File: config.mk
export PLATFORM = sky130hd
export DESIGN_NAME = module_name_dut
export DESIGN_NICKNAME = d
export VERILOG_FILES = /design/src/rtl/module_name_pkg.sv /design/src/rtl/module_name_tmo.sv /design/src/rtl/module_name_dut.sv
export SDC_FILE = /design/constraint.sdc
export NUM_CORES = 1
export LEC_CHECK = 0
export CAP_MARGIN = 20
export CORE_AREA = 5 5 42 44
export DETAILED_ROUTE_END_ITERATION = 16
export DIE_AREA = 0 0 47 49
export GPL_ROUTABILITY_DRIVEN = 0
export GPL_TIMING_DRIVEN = 0
export PLACE_DENSITY = 0.77
export SYNTH_ARGS = -nofsm -noshare
export SYNTH_HDL_FRONTEND = slang
export SYNTH_SLANG_ARGS = --single-unit
File: constraint.sdc
create_clock -name clk -period 1.66 [get_ports clk]
set_input_delay 0.498 -clock clk [delete_from_list [all_inputs] [get_ports clk]]
set_output_delay 0.498 -clock clk [all_outputs]
set_load 0.1 [all_outputs]
File: src/rtl/module_name_pkg.sv
// module_name_pkg: shared state encoding and widths for the nibble pair-summer
package module_name_pkg;
  typedef enum logic {S_EMPTY, S_HALF} state_e;
  localparam int DIN_W = 4;
  localparam int DOUT_W = 5;
  localparam int CNT_W = 8;
endpackage

File: src/rtl/module_name_tmo.sv
// module_name_tmo: idle counter that flags the LIMIT-th consecutive enabled cycle
module module_name_tmo
  import module_name_pkg::*;
#(
  parameter int LIMIT = 8
) (
  input  logic clk,
  input  logic rst,
  input  logic clr_i,
  input  logic en_i,
  output logic expired_o
);
  logic [CNT_W-1:0] cnt_q, cnt_d;
  always_comb cnt_d = clr_i ? '0 : en_i ? cnt_q + 1'b1 : cnt_q;
  always_ff @(posedge clk)
    if (rst) cnt_q <= '0;
    else cnt_q <= cnt_d;
  // cnt_q counts idle cycles already seen, so the current idle cycle is the LIMIT-th at LIMIT-1
  assign expired_o = en_i && (cnt_q == CNT_W'(LIMIT - 1));
endmodule

File: src/rtl/module_name_dut.sv
// module_name_dut: sums consecutive strobed nibbles; MODULE_NAME_TIMEOUT_EN adds an unpaired-sample flush
module module_name_dut
  import module_name_pkg::*;
#(
  parameter int TIMEOUT = 8
) (
  input  logic              clk,
  input  logic              rst_n,
  input  logic [DIN_W-1:0]  din0,
  input  logic              din1,
  output logic              dout0,
  output logic [DOUT_W-1:0] dout1
);
  state_e state_q, state_d;
  logic [DIN_W-1:0] a_q, a_d;
  logic [DOUT_W-1:0] sum_d;
  logic v_d;
  logic flush;
  wire half = (state_q == S_HALF);
`ifdef MODULE_NAME_TIMEOUT_EN
  logic expired;
  module_name_tmo #(.LIMIT(TIMEOUT)) u_tmo (
    .clk      (clk),
    .rst      (rst_n),
    .clr_i    (!half),
    .en_i     (half && !din1),
    .expired_o(expired)
  );
  assign flush = expired;
`else
  logic unused_timeout;
  assign unused_timeout = (TIMEOUT != 0);
  assign flush = 1'b0;
`endif
  always_ff @(posedge clk)
    if (rst_n) begin
      state_q <= S_EMPTY;
      a_q <= '0;
      dout0 <= 1'b0;
      dout1 <= '0;
    end else begin
      state_q <= state_d;
      a_q <= a_d;
      dout0 <= v_d;
      dout1 <= sum_d;
    end
  always_comb state_d = !half ? (din1 ? S_HALF : S_EMPTY) : ((din1 || flush) ? S_EMPTY : S_HALF);
  always_comb begin
    a_d = (!half && din1) ? din0 : a_q;
    v_d = half && (din1 || flush);
    sum_d = !v_d ? dout1 : din1 ? DOUT_W'(a_q) + DOUT_W'(din0) : DOUT_W'(a_q);
  end
endmodule

==> results of run 1 <==
[routing by layer]
metal  track usage (%)  part of all wire [%]
met1             13.56                    42
met2             17.19                    48
met3             3.321                   7.6
met4             6.912                   2.5
met5                 0                     0
[per-stage QoR]
stage	util [%]	power (uW)	setup TNS, ns	instance area, um2
after detailed placement	51.43	480.6	-4.248	720.7
after global routing	53.84	699.3	-0.02436	754.5
after floorplan	-	430.0	0	580.6
final	53.84	664.6	0	754.5
after CTS	55.09	668.7	0	772.0
after global placement	51.43	474.4	-3.948	720.7
[flip-flops by register name, summed over array words and instances, names as in the netlist]
signal and flops:
dout1 5, a_q 4, dout0 1, half 1
[path summary, 6_finish.rpt]
| path | from | cells past startpoint | to |
|---|---|---|---|
| setup / recovery | dout0$_SDFF_PP0_ | 1 | dout0 |
| hold / removal | dout1[4]$_SDFFE_PP0P_ | 2 | dout1[4]$_SDFFE_PP0P_ |
| setup reg to reg | a_q[0]$_SDFFE_PP0P_ | 6 | dout1[2]$_SDFFE_PP0P_ |
| hold reg to reg | dout1[4]$_SDFFE_PP0P_ | 2 | dout1[4]$_SDFFE_PP0P_ |
[Yosys cell counts (all sizes together)]
library cell	n
o21a	1
buf	2
xnor2	1
fa	1
o21ai	2
nor2b	2
a211oi	3
dfxtp	11
nand3	1
mux2i	7
inv	5
nor2	9
nand2	1
a31oi	1
nand2b	1
and3	1
ha	6
o211ai	1
clkbuf	2
a21oi	4
[kinds of logic after synthesis]
group | Yosys count | share of synthesized area (%)
adder cells (fa/ha/maj) | 7 | 16.38
flip-flops | 11 | 37.93
AND/OR/NAND/NOR | 15 | 11.64
buffers and inverters | 9 | 6.251
XOR/XNOR | 1 | 1.509
multiplexers | 7 | 12.07
AO/OA/AOI/OAI | 12 | 14.22
[area by class of cell]
class                      count  area [um2]
clock buffer                   4       26.28
inverter                       5       18.77
timing repair buffer          13       103.9
tap                           16       20.02
buffer                         3       16.27
multi-input combinational     42       349.1
sequential                    11       220.2
fill                         146       646.9
[power by group through the flow]
stage | registers (uW) | logic [uW] | clock network [uW]
after global routing | 295 | 199 | 205
after global placement | 297 | 178 | 0
final | 292 | 186 | 187
after floorplan | 354 | 75.8 | 0
after detailed placement | 298 | 183 | 0
after CTS | 292 | 186 | 190
[what timing repair did]
item | 4_1_cts | 5_1_grt
buffers inserted | 1 | 0
pin swaps | 4 | 1
hold buffers | 0 | 0
resized for setup | 27 | 9
endpoints found under the setup margin | 10 | 10
==> results.toml, run 1 <==
[timing]
timing.hold.ws_ns = 0.4679
fin_skew_ns = 0.002209
fin_crit_ns = 1.626
post-route-period-util_pct = 97.96
maxSlewViolCount = 0
worst_slack_ns = 0.03393
relSlewSlack_pct = 63.83
max_freq_mhz = 615.0
hold_violations = 0
rsz0062_at_grt = "true"
setup_viol = 0
tightest_slew_ns = 0.5452

[worst_setup_path]
critPathArrivalTime_ns = 1.13
path_delay_family = "buffers and inverters"
crit_path_end_kind = "primary output"
regToRegSetupSlack_ns = 0.14
required_ns = 1.16
path_max_fanout = 1
crit_slowest_cell = "clkdlybuf4s15_2"
slowest_delay_ns = 0.55
path_buf_inv = 1
path_class = "flip-flop to primary output"
start_kind = "flip-flop"
path_cells = "clkdlybuf4s15_2"

[grt]
grt_max_degree = 11
grt_pass1_vias = 461
track_usage_pct = 11.38
grt_overflow = 0
antenna_found_initial = 0
grt_pass1_wl_um = 1897

[power_and_ir_drop]
power.density_nw_per_um2 = 880.9
net-switching-power_uw = 223.1
power.share.combinational_pct = 28.0
internal_power_uw = 441.5
swShare_pct = 33.57
power_frac_seq_pct = 43.9
pwr-share-clk_pct = 28.1
p_leak_uw = 0.0003321
worst_ir_drop_vdd_v = 0.0003920

[routing]
drc = 0
totalWireLength_um = 1148
firstDrtPassIters = 4
wl_per_cell_um = 12.21
postRouteAntennaNets = 0
drtIter0Drc = 7
vias_per_cell = 5.064
num_vias = 476

[die]
io_pins = 13
die_x_um = 47
rows = 14
initial_utilization_pct = 41.43
die-area_um2 = 2303
core_area_um2 = 1401
fp.dieH_um = 49

[finish]
drive_gt1_share_pct = 23.08
nNetsFinal = 93
antenna_cells = 0
instances_no_fill = 94
final_cell_mix = "dfxtp_1 (11), nor2_1 (9), mux2i_1 (7)"
layout_commonest_cell = "dfxtp_1"
syn_to_final_growth_pct = 29.96

[synth]
netlist_area_um2 = 580.6
syn_inst = 62
synth_area_per_cell_um2 = 9.364
synthTopCellsByArea = "dfxtp_1 (38%), ha_1 (13%), mux2i_1 (12%)"
synth.top_cell.area_share_pct = 37.93
synth-seq-cells = 11
yosysWarnings = 0
yosys.area.top_type = "dfxtp_1"
syn-num-nets = 76
ys_types = 22
ys_seq_area_share_pct = 37.93

[cts]
cts_buffers = 3
insertion_delay_ns = 0.27
cts_max_level = 1
clkTransAtPathRegs_ns = 0.07
clock-sinks = 11
cts_root_buffer = "clkbuf_4"
cts_max_path_buffers = 2
cts_tree = "yes"

[hold_path]
min_path_type = "flip-flop to flip-flop"

[flow_run]
cap_violations = 0

[placed_design]
dpl.cell_count = 90
dpl.hpwl_um = 854.2
io_buffer_count = 12
dp_slack_ns = -0.5523

[outcome]
status = "complete, no violations"
No activity file was read; power rests on OpenSTA's default activity.
==> run 2, diff against run 1 <==
Settings changed: SETUP_SLACK_MARGIN set to 0.02.
==> run 2 against run 1 <==
Net effect: maximum frequency is 3.5% higher; global-route usage is the same; via count increased by 0.42%; die area unchanged; clock power about the same; sequential share of layout area fell by 0.24 points; flip-flop and latch count stayed put; total power increased by 0.58%; critical path depth up 6; cell count unchanged; critical endpoint is now dout1[2]$_SDFFE_PP0P_.
==> results.toml, run 2 (synthesized netlist as in run 1, its figures left out) <==
[outcome]
status = "complete, no violations"

[finish]
antenna_cells = 0
syn_to_final_growth_pct = 31.03
largest_reg_flops = 5
top_register = "dout1"
drive_gt1_share_pct = 25.64
top_regs = "dout1: 5 flops, a_q: 4 flops"
layout_commonest_cell = "dfxtp_1"
nFillCells = 142
final_cell_mix = "dfxtp_1 (11), nor2_1 (9), mux2i_1 (7), buf_2 (7), inv_1 (5)"
nNetsFinal = 93

[die]
core_area_um2 = 1401
rows = 14
die-area_um2 = 2303
initial_utilization_pct = 41.43
io_pins = 13
fp.dieH_um = 49
die_x_um = 47

[power_and_ir_drop]
total_power_uw = 668.5
p_leak_uw = 0.0003230
power.density_nw_per_um2 = 878.7
worst_ir_drop_vdd_v = 0.0003814

[grt]
grt_max_degree = 11
track_usage_pct = 11.38
grt_pass1_vias = 461
grt_pass1_wl_um = 1897
grt_overflow = 0
antenna_found_initial = 0

[timing]
hold_violations = 0
post-route-period-util_pct = 94.64
setup_viol = 0
worst_slack_ns = 0.08893
tightest_slew_ns = 0.4902
fin_crit_ns = 1.571
rsz0062_at_grt = "true"
max_freq_mhz = 636.5
maxSlewViolCount = 0
relSlewSlack_pct = 67.55
fin_skew_ns = 0.002175
timing.hold.ws_ns = 0.4681

[worst_setup_path]
crit_path_end_kind = "flip-flop"
regToRegSetupSlack_ns = 0.14
start_kind = "primary input"
r2r_end = "dout1[2]$_SDFFE_PP0P_"
reg2reg_depth = 6
required_ns = 1.80
critPathArrivalTime_ns = 1.71
path_max_fanout = 2
rr_startpoint = "a_q[0]$_SDFFE_PP0P_"
path_class = "primary input to flip-flop"

[routing]
drtIter0Drc = 8
wl_per_cell_um = 12.45
firstDrtPassIters = 4
drc = 0
vias_per_cell = 5.085
num_vias = 478
postRouteAntennaNets = 0
totalWireLength_um = 1170

[placed_design]
dpl.hpwl_um = 854.2
dp_slack_ns = -0.5523
io_buffer_count = 12

[flow_run]
cap_violations = 0

[cts]
clkTransAtPathRegs_ns = 0.07
cts_buffers = 3
cts_max_level = 1
clock-sinks = 11
cts_tree = "yes"
cts_max_path_buffers = 2
cts_root_buffer = "clkbuf_4"
insertion_delay_ns = 0.27

[hold_path]
min_path_type = "flip-flop to flip-flop"
whs_endpoint = "dout1[4]$_SDFFE_PP0P_"
min_from = "dout1[4]$_SDFFE_PP0P_"
worstHoldPathCells = 2
-- run 2: critical path: stages --
cell and delay, ns:
clkdlybuf4s15_1 0.19, ha_2 0.18, inv_1 0.06, fa_2 0.37, xnor2_2 0.14, mux2i_1 0.18, a211oi_1 0.09
-- run 2: layout make-up --
cell class | count | area (um2) | share of cell area (%)
clock buffer | 4 | 26.28 | 3.454
sequential | 11 | 220.2 | 28.95
inverter | 5 | 18.77 | 2.467
multi-input combinational | 42 | 364.1 | 47.86
timing repair buffer | 13 | 95.09 | 12.50
buffer | 3 | 16.27 | 2.138
tap | 16 | 20.02 | 2.632
-- run 2: power by group --
| group | switching [uW] | leakage (uW) | internal [uW] |
|---|---|---|---|
| sequential | 11.4 | 0.0000901 | 281 |
| clock | 93.5 | 0.0000150 | 93.1 |
| combinational | 120 | 0.000218 | 69.3 |
| total | 225 | 0.000323 | 444 |
-- run 2: metal layers --
| layer | global-route usage, % | routed length, um | vias up | share of wire, % |
|---|---|---|---|---|
| li1 | - | - | 241 | - |
| met1 | 13.56 | 495 | 219 | 42 |
| met2 | 17.19 | 560 | 13 | 48 |
| met3 | 3.321 | 87 | 5 | 7.4 |
| met4 | 6.912 | 27 | 0 | 2.3 |
| met5 | 0 | 0 | - | 0 |
-- run 2: through the flow --
stage               utilization [%]  cell area (um2)  setup TNS, ns  cells
floorplan                         -            580.6              0     62
global placement              51.43            720.7         -3.948     90
detailed placement            51.43            720.7         -4.248     90
CTS                           53.13            744.5              0     95
global route                  54.29            760.7              0     94
finish                        54.29            760.7              0     94
-- run 2: worst max path at each step --
stage | startpoint | to | slack (ns) | depth (start not counted)
floorplan | din0[0] | dout1[2]$_SDFFE_PP0P_ | 0.09 | 6
global placement | din0[0] | dout1[2]$_SDFFE_PP0P_ | -0.50 | 7
detailed placement | din0[0] | dout1[2]$_SDFFE_PP0P_ | -0.55 | 7
CTS | dout0$_SDFF_PP0_ | dout0 | 0.02 | 1
global route | din0[0] | dout1[2]$_SDFFE_PP0P_ | 0.01 | 7
finish | din0[0] | dout1[2]$_SDFFE_PP0P_ | 0.09 | 7
-- run 2: what timing repair did --
action                                 4_1_cts  5_1_grt
hold buffers                                 0        0
setup endpoints to repair                   10        7
buffers inserted                             1        0
cloned                                       0        0
gates resized for setup                     34        7
pin swaps                                    4        3
endpoints found under the hold margin        0        0
==> run 3, diff against run 2 <==
Settings changed: SKIP_LAST_GASP set to 1.
==> run 3 against run 2 <==
Net effect: design area fell by 0.33%; highest routed layer unchanged; sequential power is essentially flat; maximum frequency fell by 0.47%; critical endpoint unchanged; first-iteration DRC count increased by 13%.
==> results.toml, run 3 (synthesized netlist as in run 1, its figures left out) <==
[outcome]
status = "complete, no violations"

[finish]
top_register = "dout1"
drive_gt1_share_pct = 24.36
nNetsFinal = 93
multi_input_area_um2 = 361.6
top_regs = "dout1: 5 flops, a_q: 4 flops"
syn_to_final_growth_pct = 30.60
antenna_cells = 0
final_cell_mix = "dfxtp_1 (11), nor2_1 (9), mux2i_1 (7), buf_2 (7), inv_1 (5)"
largest_reg_flops = 5
design_area_um2 = 758.2
nFillCells = 143
instances_no_fill = 94
seqCellArea_um2 = 220.2
layout_commonest_cell = "dfxtp_1"

[die]
rows = 14
fp.dieH_um = 49
initial_utilization_pct = 41.43
die_x_um = 47
die-area_um2 = 2303
core_area_um2 = 1401
io_pins = 13

[cts]
insertion_delay_ns = 0.27
cts_tree = "yes"
clock-sinks = 11
cts_buffers = 3
cts_max_path_buffers = 2
cts_root_buffer = "clkbuf_4"
ctsHoldBuffers = 0
cts_max_level = 1
clkTransAtPathRegs_ns = 0.07

[worst_setup_path]
required_ns = 1.80
r2r_end = "dout1[2]$_SDFFE_PP0P_"
rr_startpoint = "a_q[0]$_SDFFE_PP0P_"
regToRegSetupSlack_ns = 0.13
reg2reg_depth = 6
path_cells = "clkdlybuf4s15_1 > ha_2 > inv_1 > fa_2 > xnor2_2 > mux2i_1 > a211oi_1"
path_max_fanout = 2
start_kind = "primary input"
path_class = "primary input to flip-flop"
crit_path_end_kind = "flip-flop"
crit_slowest_cell = "fa_2"
slowest_delay_ns = 0.37
critPathArrivalTime_ns = 1.72
startpoint = "din0[0]"

[placed_design]
io_buffer_count = 12
post_dp_cell_area_um2 = 720.7
dpl.cell_count = 90
dpl.hpwl_um = 854.2

[timing]
hold_violations = 0
fin_skew_ns = 0.002750
rsz0062_at_grt = "true"
timing.hold.ws_ns = 0.4679
max_freq_mhz = 633.5
fin_crit_ns = 1.579
relSlewSlack_pct = 67.55
maxSlewViolCount = 0
setup_viol = 0
tightest_slew_ns = 0.4902
post-route-period-util_pct = 95.09

[grt]
track_usage_pct = 11.38
grt_overflow = 0
grt_pass1_wl_um = 1897
grt_pass1_vias = 461
grt_max_degree = 11
antenna_found_initial = 0

[routing]
vias_per_cell = 5.074
totalWireLength_um = 1174
num_vias = 477
wl_per_cell_um = 12.49
postRouteAntennaNets = 0
drtIter0Drc = 9
firstDrtPassIters = 4
drc = 0

[power_and_ir_drop]
power.density_nw_per_um2 = 882.6
p_leak_uw = 0.0003244
worst_ir_drop_vdd_v = 0.0003820

[flow_run]
cap_violations = 0

[hold_path]
whs_endpoint = "dout1[4]$_SDFFE_PP0P_"
worstHoldPathCells = 2
min_path_type = "flip-flop to flip-flop"
min_from = "dout1[4]$_SDFFE_PP0P_"
run 3: worst max path at each step:
stage                                       end  cells after the start
after floorplan           dout1[2]$_SDFFE_PP0P_                      6
after global placement    dout1[2]$_SDFFE_PP0P_                      7
after detailed placement  dout1[2]$_SDFFE_PP0P_                      7
after CTS                              dout1[0]                      1
after global routing      dout1[2]$_SDFFE_PP0P_                      7
final                     dout1[2]$_SDFFE_PP0P_                      7
run 3: stage by stage:
stage	TNS (ns)	power (uW)	setup slack [ns]	utilization [%]
final	0	669.2	0.08143	54.11
after global routing	0	703.0	0.009860	54.11
after CTS	-0.005814	664.1	-0.005814	53.57
after detailed placement	-4.248	480.6	-0.5523	51.43
after global placement	-3.948	474.4	-0.4986	51.43
after floorplan	0	430.0	0.09435	-
run 3: routing by layer:
layer  wire length [um]  share of wire [%]  GRT usage, %  up-vias
li1                   -                  -             -      241
met2                563                 48         17.19       15
met5                  0                  0             0        -
met1                494                 42         13.56      216
met4                 28                2.4         6.912        0
met3                 87                7.4         3.321        5
run 3: layout make-up:
cell class | instances | share of cell area, %
Buffer | 3 | 2.145
Clock buffer | 4 | 3.465
Inverter | 5 | 2.475
Multi-Input combinational cell | 42 | 47.69
Sequential cell | 11 | 29.04
Tap cell | 16 | 2.640
Timing Repair Buffer | 13 | 12.54
run 3: what timing repair did:
item | CTS | global route
setup buffers | 1 | 0
gates cloned | 0 | 0
resized for setup | 32 | 8
pin swaps | 4 | 1
setup endpoints to repair | 10 | 8
run 3: where the power goes:
part	internal, uW	switching [uW]	leakage [uW]
logic	69.1	120	0.000219
registers	281	11.4	0.0000901
clock network	93.1	94.4	0.0000150
run 3: worst max-delay path, delay by kind of cell:
| kind | cells | cell delay [ns] |
|---|---|---|
| adders and majority gates | 2 | 0.55 |
| AOI/OAI and AO/OA | 1 | 0.09 |
| muxes | 1 | 0.18 |
| buffers and inverters | 2 | 0.25 |
| xor gates and xnor gates | 1 | 0.15 |
